==> config.mk <==
export PLATFORM = sky130hd
export DESIGN_NAME = interrupt_sequencer
export DESIGN_NICKNAME = d
export VERILOG_FILES = /design/src/rtl/interrupt_sequencer.sv
export SDC_FILE = /design/constraint.sdc
export NUM_CORES = 1
export LEC_CHECK = 0
export BUFFER_PORTS_ARGS = -buffer_cell sky130_fd_sc_hd__buf_4
export CAP_MARGIN = 10
export CORE_MARGIN = 2
export CORE_UTILIZATION = 30
export CTS_CLUSTER_DIAMETER = 50
export DETAILED_ROUTE_END_ITERATION = 12
export GPL_TIMING_DRIVEN = 0
export PLACE_DENSITY = 0.52
export SLEW_MARGIN = 20
export SYNTH_ARGS = -nofsm -noshare
export SYNTH_HDL_FRONTEND = slang
export SYNTH_SLANG_ARGS = --single-unit
==> constraint.sdc <==
create_clock -name clk -period 2.55 [get_ports clk]
set_input_delay 0.3825 -clock clk [delete_from_list [all_inputs] [get_ports clk]]
set_output_delay 0.3825 -clock clk [all_outputs]
set_load 0.005 [all_outputs]
==> src/rtl/interrupt_sequencer.sv <==
// interrupt_sequencer: sequences interrupt entry (drain, push return PC and
// flags, fetch handler vector) and RTI return (pop flags and PC, reload
// fetch and the flag register).
// Optional feature macro: FLAG_SAVE_EN. When it is defined, the flag word is
// pushed on entry and popped on RTI. When it is undefined, only the two PC
// halves are saved, and flags_restore stays at zero.
module interrupt_sequencer #(
    parameter int DRAIN_CYCLES = 3
) (
    input  logic        clk,
    input  logic        reset,
    input  logic        int_req,
    input  logic        rti_req,
    input  logic [31:0] pc_in,
    input  logic [2:0]  flags_in,
    input  logic [15:0] mem_rdata,
    output logic        stall,
    output logic        flush,
    output logic        mem_push,
    output logic        mem_pop,
    output logic        vec_read,
    output logic [15:0] mem_wdata,
    output logic        pc_load,
    output logic [31:0] pc_value,
    output logic        flags_restore_valid,
    output logic [2:0]  flags_restore,
    output logic        busy
);

    localparam int CW = $clog2(DRAIN_CYCLES + 1);

    typedef enum logic [3:0] {
        S_IDLE, S_DRAIN, S_PUSH_PCH, S_PUSH_PCL, S_PUSH_FLG, S_VEC_READ,
        S_VEC_LOAD, S_POP_FLG, S_POP_PCL, S_POP_PCH, S_RTI_DONE
    } state_t;

    state_t        r_state;
    state_t        w_next_state;
    logic          w_to_drain;
    logic          w_drain_done;
    logic          r_pending;
    logic [CW-1:0] r_cnt;
    logic [15:0]   r_pc_save_lo;
    logic [15:0]   r_pc_lo;
    logic          r_stall, r_flush, r_mem_push, r_mem_pop, r_vec_read;
    logic          r_pc_load, r_frv, r_busy;
    logic [15:0]   r_mem_wdata;
    logic          w_stall, w_flush, w_mem_push, w_mem_pop, w_vec_read;
    logic          w_pc_load, w_frv, w_busy;
    logic [15:0]   w_mem_wdata;
    logic [31:0]   w_pc_value;

    assign w_drain_done = (r_cnt == CW'(DRAIN_CYCLES - 1));

    // State register.
    always_ff @(posedge clk or posedge reset) begin
        if (reset) begin
            r_state <= S_IDLE;
        end else begin
            r_state <= w_next_state;
        end
    end

    // Next-state selection; RTI takes priority over any interrupt in IDLE.
    always_comb begin
        w_next_state = r_state;
        w_to_drain   = 1'b0;
        case (r_state)
            S_IDLE: begin
                if (rti_req) begin
`ifdef FLAG_SAVE_EN
                    w_next_state = S_POP_FLG;
`else
                    w_next_state = S_POP_PCL;
`endif
                end else if (r_pending || int_req) begin
                    w_next_state = S_DRAIN;
                    w_to_drain   = 1'b1;
                end else begin
                    w_next_state = S_IDLE;
                end
            end
            S_DRAIN: begin
                if (w_drain_done) begin
                    w_next_state = S_PUSH_PCH;
                end else begin
                    w_next_state = S_DRAIN;
                end
            end
            S_PUSH_PCH: w_next_state = S_PUSH_PCL;
`ifdef FLAG_SAVE_EN
            S_PUSH_PCL: w_next_state = S_PUSH_FLG;
`else
            S_PUSH_PCL: w_next_state = S_VEC_READ;
`endif
            S_PUSH_FLG: w_next_state = S_VEC_READ;
            S_VEC_READ: w_next_state = S_VEC_LOAD;
            S_VEC_LOAD: w_next_state = S_IDLE;
            S_POP_FLG:  w_next_state = S_POP_PCL;
            S_POP_PCL:  w_next_state = S_POP_PCH;
            S_POP_PCH:  w_next_state = S_RTI_DONE;
            S_RTI_DONE: w_next_state = S_IDLE;
            default:    w_next_state = S_IDLE;
        endcase
    end

    // Pending interrupt latch and drain counter.
    always_ff @(posedge clk or posedge reset) begin
        if (reset) begin
            r_pending <= 1'b0;
            r_cnt     <= {CW{1'b0}};
        end else begin
            if (w_to_drain) begin
                r_pending <= 1'b0;
            end else if (int_req) begin
                r_pending <= 1'b1;
            end
            if (w_to_drain) begin
                r_cnt <= {CW{1'b0}};
            end else if (r_state == S_DRAIN) begin
                r_cnt <= r_cnt + CW'(1);
            end
        end
    end

    // Captured return PC (low half) and popped PC low half / flags.
    always_ff @(posedge clk or posedge reset) begin
        if (reset) begin
            r_pc_save_lo <= 16'h0000;
            r_pc_lo      <= 16'h0000;
        end else begin
            if ((r_state == S_DRAIN) && w_drain_done) begin
                r_pc_save_lo <= pc_in[15:0];
            end
            if (r_state == S_POP_PCH) begin
                r_pc_lo <= mem_rdata;
            end
        end
    end

`ifdef FLAG_SAVE_EN
    logic [2:0] r_flags;

    // Flag word popped first during RTI; it arrives in the POP_PCL cycle.
    always_ff @(posedge clk or posedge reset) begin
        if (reset) begin
            r_flags <= 3'b000;
        end else if (r_state == S_POP_PCL) begin
            r_flags <= mem_rdata[2:0];
        end
    end

    assign flags_restore = r_flags;
`else
    assign flags_restore = 3'b000;
`endif

    // Output decode from the next state so the registered strobes line up
    // with the state they belong to. The high PC half is taken straight from
    // pc_in because it is being captured on the same edge.
    always_comb begin
        w_stall     = 1'b0;
        w_flush     = 1'b0;
        w_mem_push  = 1'b0;
        w_mem_pop   = 1'b0;
        w_vec_read  = 1'b0;
        w_pc_load   = 1'b0;
        w_frv       = 1'b0;
        w_busy      = 1'b0;
        w_mem_wdata = 16'h0000;
        if (w_next_state != S_IDLE) begin
            w_stall = 1'b1;
            w_busy  = 1'b1;
        end else begin
            w_stall = 1'b0;
            w_busy  = 1'b0;
        end
        case (w_next_state)
            S_DRAIN:    w_flush = 1'b1;
            S_PUSH_PCH: begin
                w_mem_push  = 1'b1;
                w_mem_wdata = pc_in[31:16];
            end
            S_PUSH_PCL: begin
                w_mem_push  = 1'b1;
                w_mem_wdata = r_pc_save_lo;
            end
            S_PUSH_FLG: begin
                w_mem_push  = 1'b1;
                w_mem_wdata = {13'b0, flags_in};
            end
            S_VEC_READ: w_vec_read = 1'b1;
            S_VEC_LOAD: begin
                w_pc_load = 1'b1;
                w_flush   = 1'b1;
            end
            S_POP_FLG:  w_mem_pop = 1'b1;
            S_POP_PCL:  w_mem_pop = 1'b1;
            S_POP_PCH:  w_mem_pop = 1'b1;
            S_RTI_DONE: begin
                w_pc_load = 1'b1;
`ifdef FLAG_SAVE_EN
                w_frv     = 1'b1;
`else
                w_frv     = 1'b0;
`endif
            end
            default:    w_flush = 1'b0;
        endcase
    end

    // Registered strobes and write data.
    always_ff @(posedge clk or posedge reset) begin
        if (reset) begin
            r_stall     <= 1'b0;
            r_flush     <= 1'b0;
            r_mem_push  <= 1'b0;
            r_mem_pop   <= 1'b0;
            r_vec_read  <= 1'b0;
            r_pc_load   <= 1'b0;
            r_frv       <= 1'b0;
            r_busy      <= 1'b0;
            r_mem_wdata <= 16'h0000;
        end else begin
            r_stall     <= w_stall;
            r_flush     <= w_flush;
            r_mem_push  <= w_mem_push;
            r_mem_pop   <= w_mem_pop;
            r_vec_read  <= w_vec_read;
            r_pc_load   <= w_pc_load;
            r_frv       <= w_frv;
            r_busy      <= w_busy;
            r_mem_wdata <= w_mem_wdata;
        end
    end

    // New PC: memory data only arrives in the load cycle itself, so it is
    // steered through to pc_value during pc_load and held at zero otherwise.
    always_comb begin
        w_pc_value = 32'h0000_0000;
        if (r_pc_load) begin
            if (r_state == S_RTI_DONE) begin
                w_pc_value = {mem_rdata, r_pc_lo};
            end else begin
                w_pc_value = {16'h0000, mem_rdata};
            end
        end else begin
            w_pc_value = 32'h0000_0000;
        end
    end

    assign stall               = r_stall;
    assign flush               = r_flush;
    assign mem_push            = r_mem_push;
    assign mem_pop             = r_mem_pop;
    assign vec_read            = r_vec_read;
    assign mem_wdata           = r_mem_wdata;
    assign pc_load             = r_pc_load;
    assign pc_value            = w_pc_value;
    assign flags_restore_valid = r_frv;
    assign busy                = r_busy;

endmodule

# ---- Word level (Yosys, flattened, before mapping)
# Cells that the tools add are included.
dict set report totals {
  register_bits 61
  input_bits 55
  wordCells 64
}
dict set report classes {
  add_sub_neg 1
  eq_ne 20
  n_mux 20
  n_reduce_logical 11
}
# cell count
set ops {}
lappend ops {{$mux W32} 2}
lappend ops {{$pmux W16 S3} 1}
lappend ops {{$pmux W4 S8} 1}
lappend ops {{$eq A4 B3 Y1 const B} 7}
lappend ops {{$eq A4 B4 Y1 const B} 6}
lappend ops {{$eq A4 B2 Y1 const B} 4}
lappend ops {{$mux W1} 12}
lappend ops {{$eq A4 B1 Y1 const B} 2}
lappend ops {{$mux W2} 3}
lappend ops {{$reduce_or A2 Y1} 3}
lappend ops {{$reduce_or A3 Y1} 2}
lappend ops {{$logic_not A4 Y1} 1}
lappend ops {{$mux W4} 1}
lappend ops {{$reduce_bool A2 Y1} 2}
lappend ops {{$reduce_bool A4 Y1} 1}
lappend ops {{$add A2 B1 Y2 const B} 1}
lappend ops {{$eq A2 B2 Y1 const B} 1}
lappend ops {{$logic_and A1 B1 Y1} 1}
lappend ops {{$logic_or A1 B1 Y1} 1}

# ---- Logic depth before layout (Yosys ltp)
dict set report logic_depth {
  word_depth 7
  depth_mapped 6
  ltp_nobuf 6
}

# ---- Least setup slack after synthesis
# OpenSTA, ideal clock, no wires.
dict set report synth_path {
  kind {flip-flop to output port}
  startpoint {reg r_state[2]}
  endpoint {out pc_value[10]}
  t_arrival_ns 1.348
  slack_ns 0.819
  stages_incl_launch_ff 7
  path_buffers 2
  cell_sequence {dfrtp_1 > buf_2 > nand2b_1 > nor2_2 > buf_2 > nand2_1 > a21boi_0}
}
dict set report synth_between {
  elab_chain_cells 3
}
# item line_no
set synth_rtl {}
lappend synth_rtl {{start: declaration} 37} ;# state_t r_state;
lappend synth_rtl {{start signal: assignment} 60} ;# r_state <= w_next_state;
lappend synth_rtl {{$eq A4 B4 Y1} 242} ;# if (r_state == S_RTI_DONE) begin
lappend synth_rtl {{$mux W32} 242}
lappend synth_rtl {{$mux W32} 241} ;# if (r_pc_load) begin
lappend synth_rtl {{end: declaration} 24} ;# output logic [31:0] pc_value,
# Every way passes these cells.

# ---- Final worst setup path
dict set report layout_path {
  startpoint {reg r_state[2]}
  endpoint {out pc_value[14]}
}
# Same word-level chain as after synthesis.

==> flow_summary.toml <==
[status]
status = "completed"

[logic_synthesis]
synth_top_cell_by_area = "sky130_fd_sc_hd__dfrtp_1"
synth_enable_flop_cells = 0
ys.warnings.count = 0
postSynth.asyncResetShare_pct = 100
ys_seq_elements = 61
part_of_the_yosys_area_used_for_sequential_elements_pct = 54.2
netlist-cell-type-count = 32
synth_area_um2 = 2810
ys_dominant_reg_cell = "sky130_fd_sc_hd__dfrtp_1"
post_syn_area_per_cell_um2 = 11.2
post_synthesis_cells = 252
cell_types_with_the_largest_area_share_after_synthesis = "sky130_fd_sc_hd__dfrtp_1, sky130_fd_sc_hd__mux2_2, sky130_fd_sc_hd__mux2_1"
area_share_of_the_largest_cell_type_after_synthesis_pct = 54.2

[drt]
route.final.wire_length_mm = 7.04
detail_route.drc_violations = 0
drt-vias-per-instance = 4.63
post_drt_wl_per_cell_um = 14.4
initialDrtViolationCount = 60
first_pass_iters = 6
routed-via-count = 2270
route.antenna.remaining_nets = 0

[clocking]
clk-insertion-delay-late_ns = 0.34
cts_buffers = 9
cts_sinks = 61
cts_tree = "built"
h-tree-depth = 3
clk_pin_slew_worst_paths_ns = 0.08
cts.path.max_buffers = 2
cts_root_buf = "sky130_fd_sc_hd__clkbuf_8"

[finish]
final_cell_area_um2 = 4010
layout-drive-gt1-share_pct = 44.1
layout.cells.most_common = "sky130_fd_sc_hd__buf_4"
layout.cells.most_common_list = "sky130_fd_sc_hd__buf_4, sky130_fd_sc_hd__dfrtp_1, sky130_fd_sc_hd__nand2_1"
flow.area_growth_from_synthesis_pct = 42.3
final_net_count = 430
diodes = 0

[floorplanning]
num_rows = 35
initial_core_util_pct = 30.7
die_w_um = 101
coreArea_um2 = 9150
ios = 114
die-height_um = 101
floorplan.die_area_um2 = 10200

[sta]
grt_setup_unrepaired = "no"
max-slew-margin-rel_pct = 63.1
post-route-min-period_ns = 2.40
timing_max_transition_violations_final = 0
hold_viol = 0
skew_ns = 0.0122
final-setup-viol-count = 0
tns_ns = 0
fmax_mhz = 417
final_min_period_over_clock_period_pct = 94.0
worstMarginPinSlew_ns = 0.551

[job]
maxCapViolations = 0

[grt]
global_route.usage.total_pct = 14.4
grt_pass1_wl_mm = 11.3
number_of_antenna_violations_at_the_first_check_in_global_routing = 0
gr-total-overflow = 0
grt_max_degree = 45
grt_pass1_vias = 2291

[worst_setup_path]
worst_path_max_delay_cell = "sky130_fd_sc_hd__dfrtp_1"
critical_path_required_ns = 2.17
kind_of_launch_point_of_the_worst_setup_path = "flip-flop"
critical-path-max-stage-delay_ns = 0.38
crit_path_cell_trace = "buf_2 -> nand2b_1 -> nor2_4 -> buf_2 -> nand2_1 -> a21boi_0 -> buf_4"
worstSetupEndpointType = "output port"
cp_max_fo = 10
critical_path.most_common_cell = "sky130_fd_sc_hd__buf_2"
timing_worst_setup_path_type = "flip-flop to output port"
arrival_ns = 2.01

[placement]
cell_area_placed_um2 = 3790
buffer_ports.inserted = 106
dp.final_hpwl_mm = 5.17
place.gp.congestion = 0.804

[power_and_ir_drop]
power_per_cell_area_nw_per_um2 = 979
static-leakage-power_nw = 2.02
worst_ir_drop_vdd_uv = 357
total_power_mw = 3.92

[min_path]
holdCritPathClass = "input port to flip-flop"
-- stage by stage --
stage,worst slack [ns],utilization [%],std cells,hold slack [ns]
2_1_floorplan,0.654,-,255,0.454
4_1_cts,0.0508,43.6,490,0.241
3_5_place_dp,0.426,41.4,473,0.347
6_report,0.153,43.8,490,0.252
3_3_place_gp,-0.228,41.1,472,0.467
5_1_grt,0.00508,43.8,490,0.243
-- sequential cells by signal, summed over array words and instances (netlist names) --
name / count
busy: 1
flush: 1
mem_pop: 1
mem_push: 1
mem_wdata: 16
pc_load: 1
r_cnt: 2
r_pc_lo: 16
r_pc_save_lo: 16
r_pending: 1
r_state: 4
vec_read: 1
-- Yosys cell counts (all sizes together), types with 2 or more instances --
cell type and number:
nor2b 2, a21boi 16, nor3 5, a22o 16, clkbuf 4, o21ai 7, nand3 3, and3 16
a21oi 5, buf 18, nor2 6, nand2b 7, dfrtp 61, nand2 39, inv 5, mux2 32
-- cell families (layout without fill, tap and decap cells) --
group	count (synthesis)	after routing	synth area share, %
other	1	4	0.133
DFF	61	61	54.2
buffers and inverters	27	151	5.11
muxes	32	32	12.8
and+or+nand+nor	80	80	14.1
AOI/OAI and AO/OA	50	50	13.1
adders and majority gates	1	1	0.445
-- power breakdown --
| part | total [mW] | internal (mW) | switching, mW |
|---|---|---|---|
| logic | 1.53 | 0.801 | 0.731 |
| registers | 1.56 | 1.36 | 0.191 |
| clock network | 0.834 | 0.449 | 0.385 |
-- worst max-delay path: cells and delay by family (launching register included) --
kind	cells	cell delay (ns)
flops	1	0.38
simple gates	3	0.53
compound gates	1	0.21
buf+inv	3	0.56
-- final timing paths --
check / to / slack, ns / depth (start not counted) / from
worst max-delay path: pc_value[14] / 0.15 / 7 / r_state[2]
worst min-delay path: r_pc_save_lo[8] / 0.25 / 2 / pc_in[8]
worst max register to register: r_pc_save_lo[7] / 0.72 / 6 / r_state[1]
worst min register to register: mem_wdata[15] / 0.49 / 1 / r_pc_save_lo[15]
max in group asynchronous: r_pc_save_lo[0] / 1.50 / 4 / reset
min in group asynchronous: r_pc_lo[7] / 0.55 / 3 / reset
-- final cells by class --
cell class	instances	area [µm²]
buffer	22	129
clock buffer	10	128
clock inverter	6	63.8
fill	886	5150
inverter	5	21.3
multi-input combinational	167	1160
sequential	61	1530
tap	111	139
timing repair buffer	108	833
-- repair_timing --
action / 4_1_cts / 5_1_grt
endpoints found under the setup margin: 0 / 23
hold buffers: 1 / 0
resized for setup: 0 / 5
hold endpoints to repair: 17 / 0
buffers inserted: 0 / 0
-- metal layers --
layer / GRT usage (%) / wire length (µm) / vias up
met2: 23.1 / 3380 / 59
met4: 6.43 / 136 / 0
met5: 0 / 0 / -
met1: 18.6 / 3180 / 1086
li1: - / - / 1113
met3: 2.98 / 340 / 12
Note: power is estimated with default switching activity, not from simulation.
